**src/rtl/fifo_addr_counter_if.sv**
```systemverilog
// rtl/fifo_addr_counter_if.sv - control/status bundle between a FIFO and its address counter
//
// Purpose: groups the counter's control inputs and status outputs.
//   master modport (FIFO side): drives en, clear, load, load_val; observes addr, wrap, tc, addr_gray
//   slave  modport (counter)  : observes en, clear, load, load_val; drives addr, wrap, tc, addr_gray
interface fifo_addr_counter_if #(
  parameter int COUNTER_WIDTH = 3
);
  logic                     en;
  logic                     clear;
  logic                     load;
  logic [COUNTER_WIDTH-1:0] load_val;
  logic [COUNTER_WIDTH-1:0] addr;
  logic                     wrap;
  logic                     tc;
  logic [COUNTER_WIDTH-1:0] addr_gray;

  modport master (
    output en, clear, load, load_val,
    input  addr, wrap, tc, addr_gray
  );

  modport slave (
    input  en, clear, load, load_val,
    output addr, wrap, tc, addr_gray
  );
endinterface

```
**src/rtl/fifo_addr_counter.sv**
```systemverilog
// rtl/fifo_addr_counter.sv - modulo-DEPTH FIFO pointer with lap bit, clear, load, terminal count
//
// Purpose: read/write pointer generator for FIFO memory. Counts 0..DEPTH-1 and
// toggles the lap bit (wrap) on every DEPTH-1 -> 0 step so the FIFO can tell
// full from empty.
// Ports:
//   clk   - rising-edge clock
//   reset - asynchronous active-low reset
//   bus   - fifo_addr_counter_if.slave: en, clear, load, load_val in;
//           addr, wrap, addr_gray (registered) and tc (combinational) out
// Parameters: COUNTER_WIDTH (addr width), DEPTH (modulus, 2..2**COUNTER_WIDTH)
// Optional feature macro: FIFO_COUNTER_GRAY_EN (registered Gray copy of addr;
// when undefined addr_gray is constant 0).
module fifo_addr_counter #(
  parameter int COUNTER_WIDTH = 3,
  parameter int DEPTH         = 2 ** COUNTER_WIDTH
) (
  input  logic                clk,
  input  logic                reset,
  fifo_addr_counter_if.slave  bus
);

  localparam logic [COUNTER_WIDTH-1:0] LAST = COUNTER_WIDTH'(DEPTH - 1);
  localparam logic [COUNTER_WIDTH-1:0] ONE  = COUNTER_WIDTH'(1);

  logic [COUNTER_WIDTH-1:0] r_addr;
  logic                     r_wrap;
  logic [COUNTER_WIDTH-1:0] w_next_addr;
  logic                     w_next_wrap;
  logic [COUNTER_WIDTH-1:0] w_load_clamped;

  // Out-of-range load values would escape the modulus; pin them to the last slot.
  assign w_load_clamped = (bus.load_val > LAST) ? LAST : bus.load_val;

  // Strict priority: clear, load, en, hold.
  always_comb begin
    w_next_addr = r_addr;
    w_next_wrap = r_wrap;
    if (bus.clear) begin
      w_next_addr = '0;
      w_next_wrap = 1'b0;
    end else if (bus.load) begin
      w_next_addr = w_load_clamped;
    end else if (bus.en) begin
      if (r_addr == LAST) begin
        w_next_addr = '0;
        w_next_wrap = ~r_wrap;
      end else begin
        w_next_addr = r_addr + ONE;
      end
    end
  end

  always_ff @(posedge clk or negedge reset) begin
    if (!reset) begin
      r_addr <= '0;
      r_wrap <= 1'b0;
    end else begin
      r_addr <= w_next_addr;
      r_wrap <= w_next_wrap;
    end
  end

  assign bus.addr = r_addr;
  assign bus.wrap = r_wrap;
  assign bus.tc   = (r_addr == LAST);

`ifdef FIFO_COUNTER_GRAY_EN
  // Encoded from the next address so the Gray copy lands on the same edge as addr.
  logic [COUNTER_WIDTH-1:0] r_gray;

  always_ff @(posedge clk or negedge reset) begin
    if (!reset) begin
      r_gray <= '0;
    end else begin
      r_gray <= w_next_addr ^ (w_next_addr >> 1);
    end
  end

  assign bus.addr_gray = r_gray;
`else
  assign bus.addr_gray = '0;
`endif

endmodule

```
**src/flat_wrapper.sv**
```systemverilog
// flat-port wrapper written by rule: the top's interface ports become plain ports
module fifo_addr_counter_flat 
#(
  parameter int COUNTER_WIDTH = 3,
  parameter int DEPTH         = 2 ** COUNTER_WIDTH
)
  (clk, reset, bus_en, bus_clear, bus_load, bus_load_val, bus_addr, bus_wrap, bus_tc, bus_addr_gray);
  fifo_addr_counter_if #(.COUNTER_WIDTH(COUNTER_WIDTH)) bus_i ();
  input  logic clk;
  input  logic reset;
  input wire logic [$bits(bus_i.en)-1:0] bus_en;
  input wire logic [$bits(bus_i.clear)-1:0] bus_clear;
  input wire logic [$bits(bus_i.load)-1:0] bus_load;
  input wire logic [$bits(bus_i.load_val)-1:0] bus_load_val;
  output wire logic [$bits(bus_i.addr)-1:0] bus_addr;
  output wire logic [$bits(bus_i.wrap)-1:0] bus_wrap;
  output wire logic [$bits(bus_i.tc)-1:0] bus_tc;
  output wire logic [$bits(bus_i.addr_gray)-1:0] bus_addr_gray;
  assign bus_i.en = bus_en;
  assign bus_i.clear = bus_clear;
  assign bus_i.load = bus_load;
  assign bus_i.load_val = bus_load_val;
  assign bus_addr = bus_i.addr;
  assign bus_wrap = bus_i.wrap;
  assign bus_tc = bus_i.tc;
  assign bus_addr_gray = bus_i.addr_gray;
  fifo_addr_counter #(.COUNTER_WIDTH(COUNTER_WIDTH), .DEPTH(DEPTH)) u_core (.clk(clk), .reset(reset), .bus(bus_i));
endmodule
```
**config.mk**
```make
export PLATFORM = sky130hd
export DESIGN_NAME = fifo_addr_counter_flat
export DESIGN_NICKNAME = d
export VERILOG_FILES = /design/src/rtl/fifo_addr_counter_if.sv /design/src/rtl/fifo_addr_counter.sv /design/src/flat_wrapper.sv
export SDC_FILE = /design/constraint.sdc
export NUM_CORES = 1
export LEC_CHECK = 0
export CORE_AREA = 2 2 39 41
export DETAILED_ROUTE_END_ITERATION = 8
export DIE_AREA = 0 0 41 43
export GPL_TIMING_DRIVEN = 1
export SETUP_SLACK_MARGIN = 0.02
export SLEW_MARGIN = 20
export SYNTH_ARGS = -nofsm -noshare
export SYNTH_HDL_FRONTEND = slang
export SYNTH_SLANG_ARGS = --single-unit
```
**constraint.sdc**
```tcl
create_clock -name clk -period 2.6 [get_ports clk]
set_input_delay 0.52 -clock clk [delete_from_list [all_inputs] [get_ports clk]]
set_output_delay 0.52 -clock clk [all_outputs]
set_load 0.02 [all_outputs]
```
==> qor.yml, run 1 <==
run_status: "complete, no violations"
critical_path_peak_fanout: 4
globalRouteMet3Util_pct: 3.14
post_synth_most_frequent_cells: "sky130_fd_sc_hd__dfrtp_1, sky130_fd_sc_hd__nor2b_1, sky130_fd_sc_hd__buf_4"
use_met2_pct: 9.06
drtIter0Drc: 1
report.power.total_mw: 0.192
cts.repair.resized: 0
clock_sinks: 4
preCtsSetupSlack_ns: 0.739
report.final.setup_viol: 0
worst-endpoint-arrival_ns: 1.58
synth-async-reset-ratio_pct: 100
synth_top_area_cells: "sky130_fd_sc_hd__dfrtp_1, sky130_fd_sc_hd__ha_1, sky130_fd_sc_hd__nor2b_1"
fin_crit_sh_pct: 80.7
critPathCaptureType: "primary output"
detail_route.wirelength_um: 537
timing.hold.worst.class: "input pin to asynchronous set/reset pin"
synth.avg_cell_area_um2: 10.7
ant_nets: 0
tritoncts: "yes"
grt_pass1_wl_um: 786
synth.ff_latch_count: 4
synth_seq_area_share_pct: 37.4
power.static_leakage_nw: 0.185
finalWeightedCongestion: 0.687
pin_count_of_the_biggest_net_entering_global_routing: 6
worstPathRequired_ns: 2.08
num_rows: 14
port_bufs: 12
antenna_found_initial: 0
met1_usage_grt_pct: 8.50
timing.final.max_slew_violations: 0
power.ir.vdd_worst_mv: 0.180
postCtsSetupRepairBufs: 0
postCtsHoldBufs: 0
synth_unique_cells: 14
final_period_minus_worst_setup_slack_ns: 2.10
chipHeight_um: 43
clock_tree.htree_level_count: 1
clk-insertion-delay-late_ns: 0.23
io_pins: 16
timing_hold_violations_final: 0
synth-edff-count: 0
drcViolationCount: 0
tritoncts.num_buffers: 3
track_usage_pct: 7.06
grt-busiest-layer: "met2"
worst_r2r_startpoint: "u_core.bus.addr[0]"
drive_above_1_share_pct: 12.8
die_area_um2: 1760
synth_largest_area_cell: "sky130_fd_sc_hd__dfrtp_1"
post_synth_inst_count: 25
vias: 215
drt_first_pass_iters: 2
worst_setup_path_start: "u_core.bus.addr[0]"
most_common_flop_cell_mapped_by_yosys: "sky130_fd_sc_hd__dfrtp_1"
fp.dieW_um: 41
regToRegSetupSlack_ns: 1.04
clock_skew_ns: 0.00178
synth.cell_area_um2: 268
nNetsFinal: 51
worst-setup-path-type: "flip-flop to primary output"
fmax_ghz: 0.476
r2r.worst_path.cells: 4
vias_per_cell: 3.91
n_antenna_cell: 0
worst_r2r_endpoint: "u_core.bus.addr[0]"
initial_cell_density_of_the_core_pct: 19.3
power-per-cell-area_nw_per_um2: 462
area_delta_synth_final_pct: 55.1
grt.overflow.total: 0
path_clk_slew_ns: 0.04
synth.top_cell.area_share_pct: 37.4
rsz_0062_raised_after_global_routing: "false"
wire_per_inst_um: 9.76
first_global_vias: 201
maxCapViolCount: 0
crit_path_start_kind: "flip-flop"
cts_buffer_depth: 2
worst_slack_ns: 0.501
final.setup.tns_ns: 0
synth-warning-count: 0
coreArea_um2: 1380
ctsRootBufferMaster: "sky130_fd_sc_hd__clkbuf_4"
holdWs_ns: 0.489
==> power by group <==
group          leakage (nW)  total, mW  switching, mW  internal (mW)
sequential           0.0526     0.0696        0.00324         0.0663
clock                0.0138     0.0765         0.0249         0.0516
combinational         0.119     0.0458         0.0216         0.0241
==> final cells by class <==
class                   instances  area [µm²]
fillers                       152         968
well taps                      16        20.0
inverters                       1        3.75
repair buffers                 12         120
clock buffers                   3        22.5
multi-input cells              19         149
flip-flops and latches          4         100
==> through the flow <==
| step | utilization, % | area [µm²] | std cells |
|---|---|---|---|
| global placement | 28.4 | 393 | 52 |
| global route | 30.0 | 415 | 55 |
| floorplan | - | 275 | 27 |
| finish | 30.0 | 415 | 55 |
| detailed placement | 28.4 | 393 | 52 |
| CTS | 30.0 | 415 | 55 |
==> layout by cell type (no fill, tap or decap) <==
cell type and count:
sky130_fd_sc_hd__a211oi_1 2, sky130_fd_sc_hd__a311oi_2 1, sky130_fd_sc_hd__clkbuf_4 3, sky130_fd_sc_hd__clkdlybuf4s50_1 12
sky130_fd_sc_hd__conb_1 3, sky130_fd_sc_hd__dfrtp_1 4, sky130_fd_sc_hd__ha_1 2, sky130_fd_sc_hd__inv_1 1
sky130_fd_sc_hd__mux2_2 1, sky130_fd_sc_hd__mux2i_1 2, sky130_fd_sc_hd__nand2b_1 1, sky130_fd_sc_hd__nand3b_1 1
sky130_fd_sc_hd__nor2_1 1, sky130_fd_sc_hd__nor2b_1 4, sky130_fd_sc_hd__or3b_1 1
==> metal layers <==
| layer | up-vias | part of all wire, % |
|---|---|---|
| met2 | 9 | 46 |
| met3 | 0 | 8.4 |
| met4 | 0 | 0 |
| met5 | - | 0 |
| met1 | 95 | 45 |
| li1 | 111 | - |
==> sequential cells by signal, indices dropped and copies added, names as in the netlist <==
register,count
u_core.bus.wrap,1
u_core.bus.addr,3
==> kinds of logic (layout without fill, tap and decap cells) <==
kind of cell             after synthesis  count (layout)  share of synthesized area, %
AO/OA/AOI/OAI                          3               3                          11.2
adder cells (fa/ha/maj)                2               2                          9.34
buffers and inverters                  4              16                          9.81
flip-flops                             4               4                          37.4
AND/OR/NAND/NOR                        8               8                          19.2
other                                  1               3                          1.40
multiplexers                           3               3                          11.7
==> worst max-delay path, cell delays in order (launching register included) <==
cell,delay (ns)
sky130_fd_sc_hd__dfrtp_1,0.40
sky130_fd_sc_hd__ha_1,0.21
sky130_fd_sc_hd__ha_1,0.20
sky130_fd_sc_hd__clkdlybuf4s50_1,0.54
==> how the worst max path moves through the flow <==
stage                         end  slack [ns]  cells past startpoint
6_report                   bus_tc        0.50                      3
5_1_grt                    bus_tc        0.42                      3
4_1_cts                    bus_tc        0.49                      3
3_5_place_dp               bus_tc        0.74                      3
3_3_place_gp   u_core.bus.addr[0]        0.75                      3
2_1_floorplan  u_core.bus.addr[0]        0.93                      4
No activity file was read; power rests on OpenSTA's default activity.
==> run 2: changes to the inputs <==
Clock period 2.6 ns to 1.8 ns, I/O delays scaled along.
==> qor.yml, run 2 (synthesis results as in run 1) <==
most_common_library_cell_in_the_layout_ignoring_fill_and_taps: "sky130_fd_sc_hd__clkdlybuf4s50_1"
clock_skew_ns: 0.00275
report.final.setup_viol: 0
antenna_found_initial: 0
die_area_um2: 1760
power-per-cell-area_nw_per_um2: 658
fin_crit_sh_pct: 94.9
maxCapViolCount: 0
netSwitchingFraction_pct: 25.6
track_usage_pct: 7.06
drt_first_pass_iters: 3
worst_r2r_endpoint: "u_core.bus.addr[0]"
clock_tree.htree_level_count: 1
final_period_minus_worst_setup_slack_ns: 1.71
p_int_mw: 0.206
power.static_leakage_nw: 0.195
run_status: "complete, no violations"
port_bufs: 12
drive_above_1_share_pct: 15.0
final.setup.tns_ns: 0
num_rows: 14
worst_r2r_startpoint: "u_core.bus.addr[0]"
tritoncts.num_buffers: 3
report.power.total_mw: 0.277
grt_pass1_wl_um: 765
grt.overflow.total: 0
timing_hold_violations_final: 0
timing.hold.worst.class: "input pin to asynchronous set/reset pin"
detail_route.wirelength_um: 530
critPathCaptureType: "primary output"
power_frac_seq_pct: 36.1
chipHeight_um: 43
fp.dieW_um: 41
fmax_ghz: 0.585
n_antenna_cell: 0
pin_count_of_the_biggest_net_entering_global_routing: 6
initial_cell_density_of_the_core_pct: 19.3
commonest_cells_after_routing_fill_and_taps_aside: "sky130_fd_sc_hd__clkdlybuf4s50_1, sky130_fd_sc_hd__nor2b_1, sky130_fd_sc_hd__dfrtp_1"
switchingPower_mw: 0.0711
vias_per_cell: 3.88
worst-endpoint-arrival_ns: 1.35
postCtsSetupRepairBufs: 0
ant_nets: 0
drcViolationCount: 0
finalWeightedCongestion: 0.675
postCtsHoldBufs: 0
largest_register_ffs: 3
clock_sinks: 4
ctsRootBufferMaster: "sky130_fd_sc_hd__clkbuf_4"
timing.final.max_slew_violations: 0
critical_path_peak_fanout: 4
wire_per_inst_um: 9.46
cts_buffer_depth: 2
coreArea_um2: 1380
hpwl_um: 452
rsz_0062_raised_after_global_routing: "false"
path_clk_slew_ns: 0.04
comb_power_share_pct: 24.2
area_delta_synth_final_pct: 57.5
worstPathRequired_ns: 1.44
layout.filler_cells: 156
regToRegSetupSlack_ns: 0.27
first_global_vias: 191
drtIter0Drc: 1
r2r.worst_path.cells: 4
vias: 217
clk-insertion-delay-late_ns: 0.23
tritoncts: "yes"
crit_path_start_kind: "flip-flop"
nNetsFinal: 52
io_pins: 16
power.ir.vdd_worst_mv: 0.238
worst-setup-path-type: "flip-flop to primary output"
clock_power_share_pct: 39.6
==> run 2: changes by cell type in the layout (fill, tap and decap cells not counted), sizes merged <==
cell	change
buf	+1
clkdlybuf4s50	-1
dlygate4sd2	+1
==> run 2: layout make-up <==
type	count	area (µm²)	area share, %
clock buffers	3	22.5	5.34
flip-flops and latches	4	100	23.7
inverters	1	3.75	0.890
well taps	16	20.0	4.75
multi-input cells	19	149	35.3
repair buffers	13	126	30.0
==> run 2: what timing repair did <==
| action | 4_1_cts | 5_1_grt |
|---|---|---|
| endpoints found under the setup margin | 1 | 0 |
| endpoints found under the hold margin | 0 | 0 |
| resized for setup | 1 | 0 |
==> run 2: worst max-delay path by stage <==
stage / startpoint / depth (start not counted) / to / slack [ns]
finish: u_core.bus.addr[0] / 3 / bus_tc / 0.09
global route: u_core.bus.addr[0] / 3 / bus_tc / 0.04
CTS: u_core.bus.addr[0] / 3 / bus_tc / 0.07
detailed placement: u_core.bus.addr[0] / 3 / bus_tc / 0.10
global placement: u_core.bus.addr[0] / 3 / bus_tc / 0.13
floorplan: u_core.bus.addr[0] / 4 / u_core.bus.addr[0] / 0.13
==> run 2: critical path, cell delays in order (launching register included) <==
cell and delay [ns]:
sky130_fd_sc_hd__dfrtp_1 0.39, sky130_fd_sc_hd__ha_1 0.21, sky130_fd_sc_hd__ha_1 0.19, sky130_fd_sc_hd__dlygate4sd2_1 0.32
==> run 2: metal layers <==
metal	GRT usage, %	vias to the layer above	routed length (µm)
li1	-	112	-
met1	9.15	96	237
met2	8.44	9	251
met3	3.14	0	40
met4	6.00	0	0
met5	0	-	0
==> run 2: power by group through the flow <==
stage          combinational (mW)  clock, mW  sequential [mW]
2_1_floorplan              0.0295          0            0.108
3_3_place_gp               0.0689          0            0.102
3_5_place_dp               0.0684          0            0.102
4_1_cts                    0.0685      0.115            0.100
5_1_grt                    0.0737      0.123            0.101
6_report                   0.0672      0.110            0.100
==> run 2: stage by stage <==
stage          setup WS (ns)  hold slack (ns)  cells  instance area, µm²  util (%)
2_1_floorplan          0.131           0.0644     27                 275         -
3_3_place_gp           0.128            0.577     53                 400      28.9
3_5_place_dp           0.104            0.578     53                 400      28.9
4_1_cts               0.0714            0.328     56                 422      30.5
5_1_grt               0.0383            0.333     56                 422      30.5
6_report              0.0919            0.325     56                 422      30.5
==> run 3: changes to the inputs <==
Settings changed: TNS_END_PERCENT set to 50.
==> results of run 3 <==
No change in the layout: final DEF, timing and power equal those of run 2.
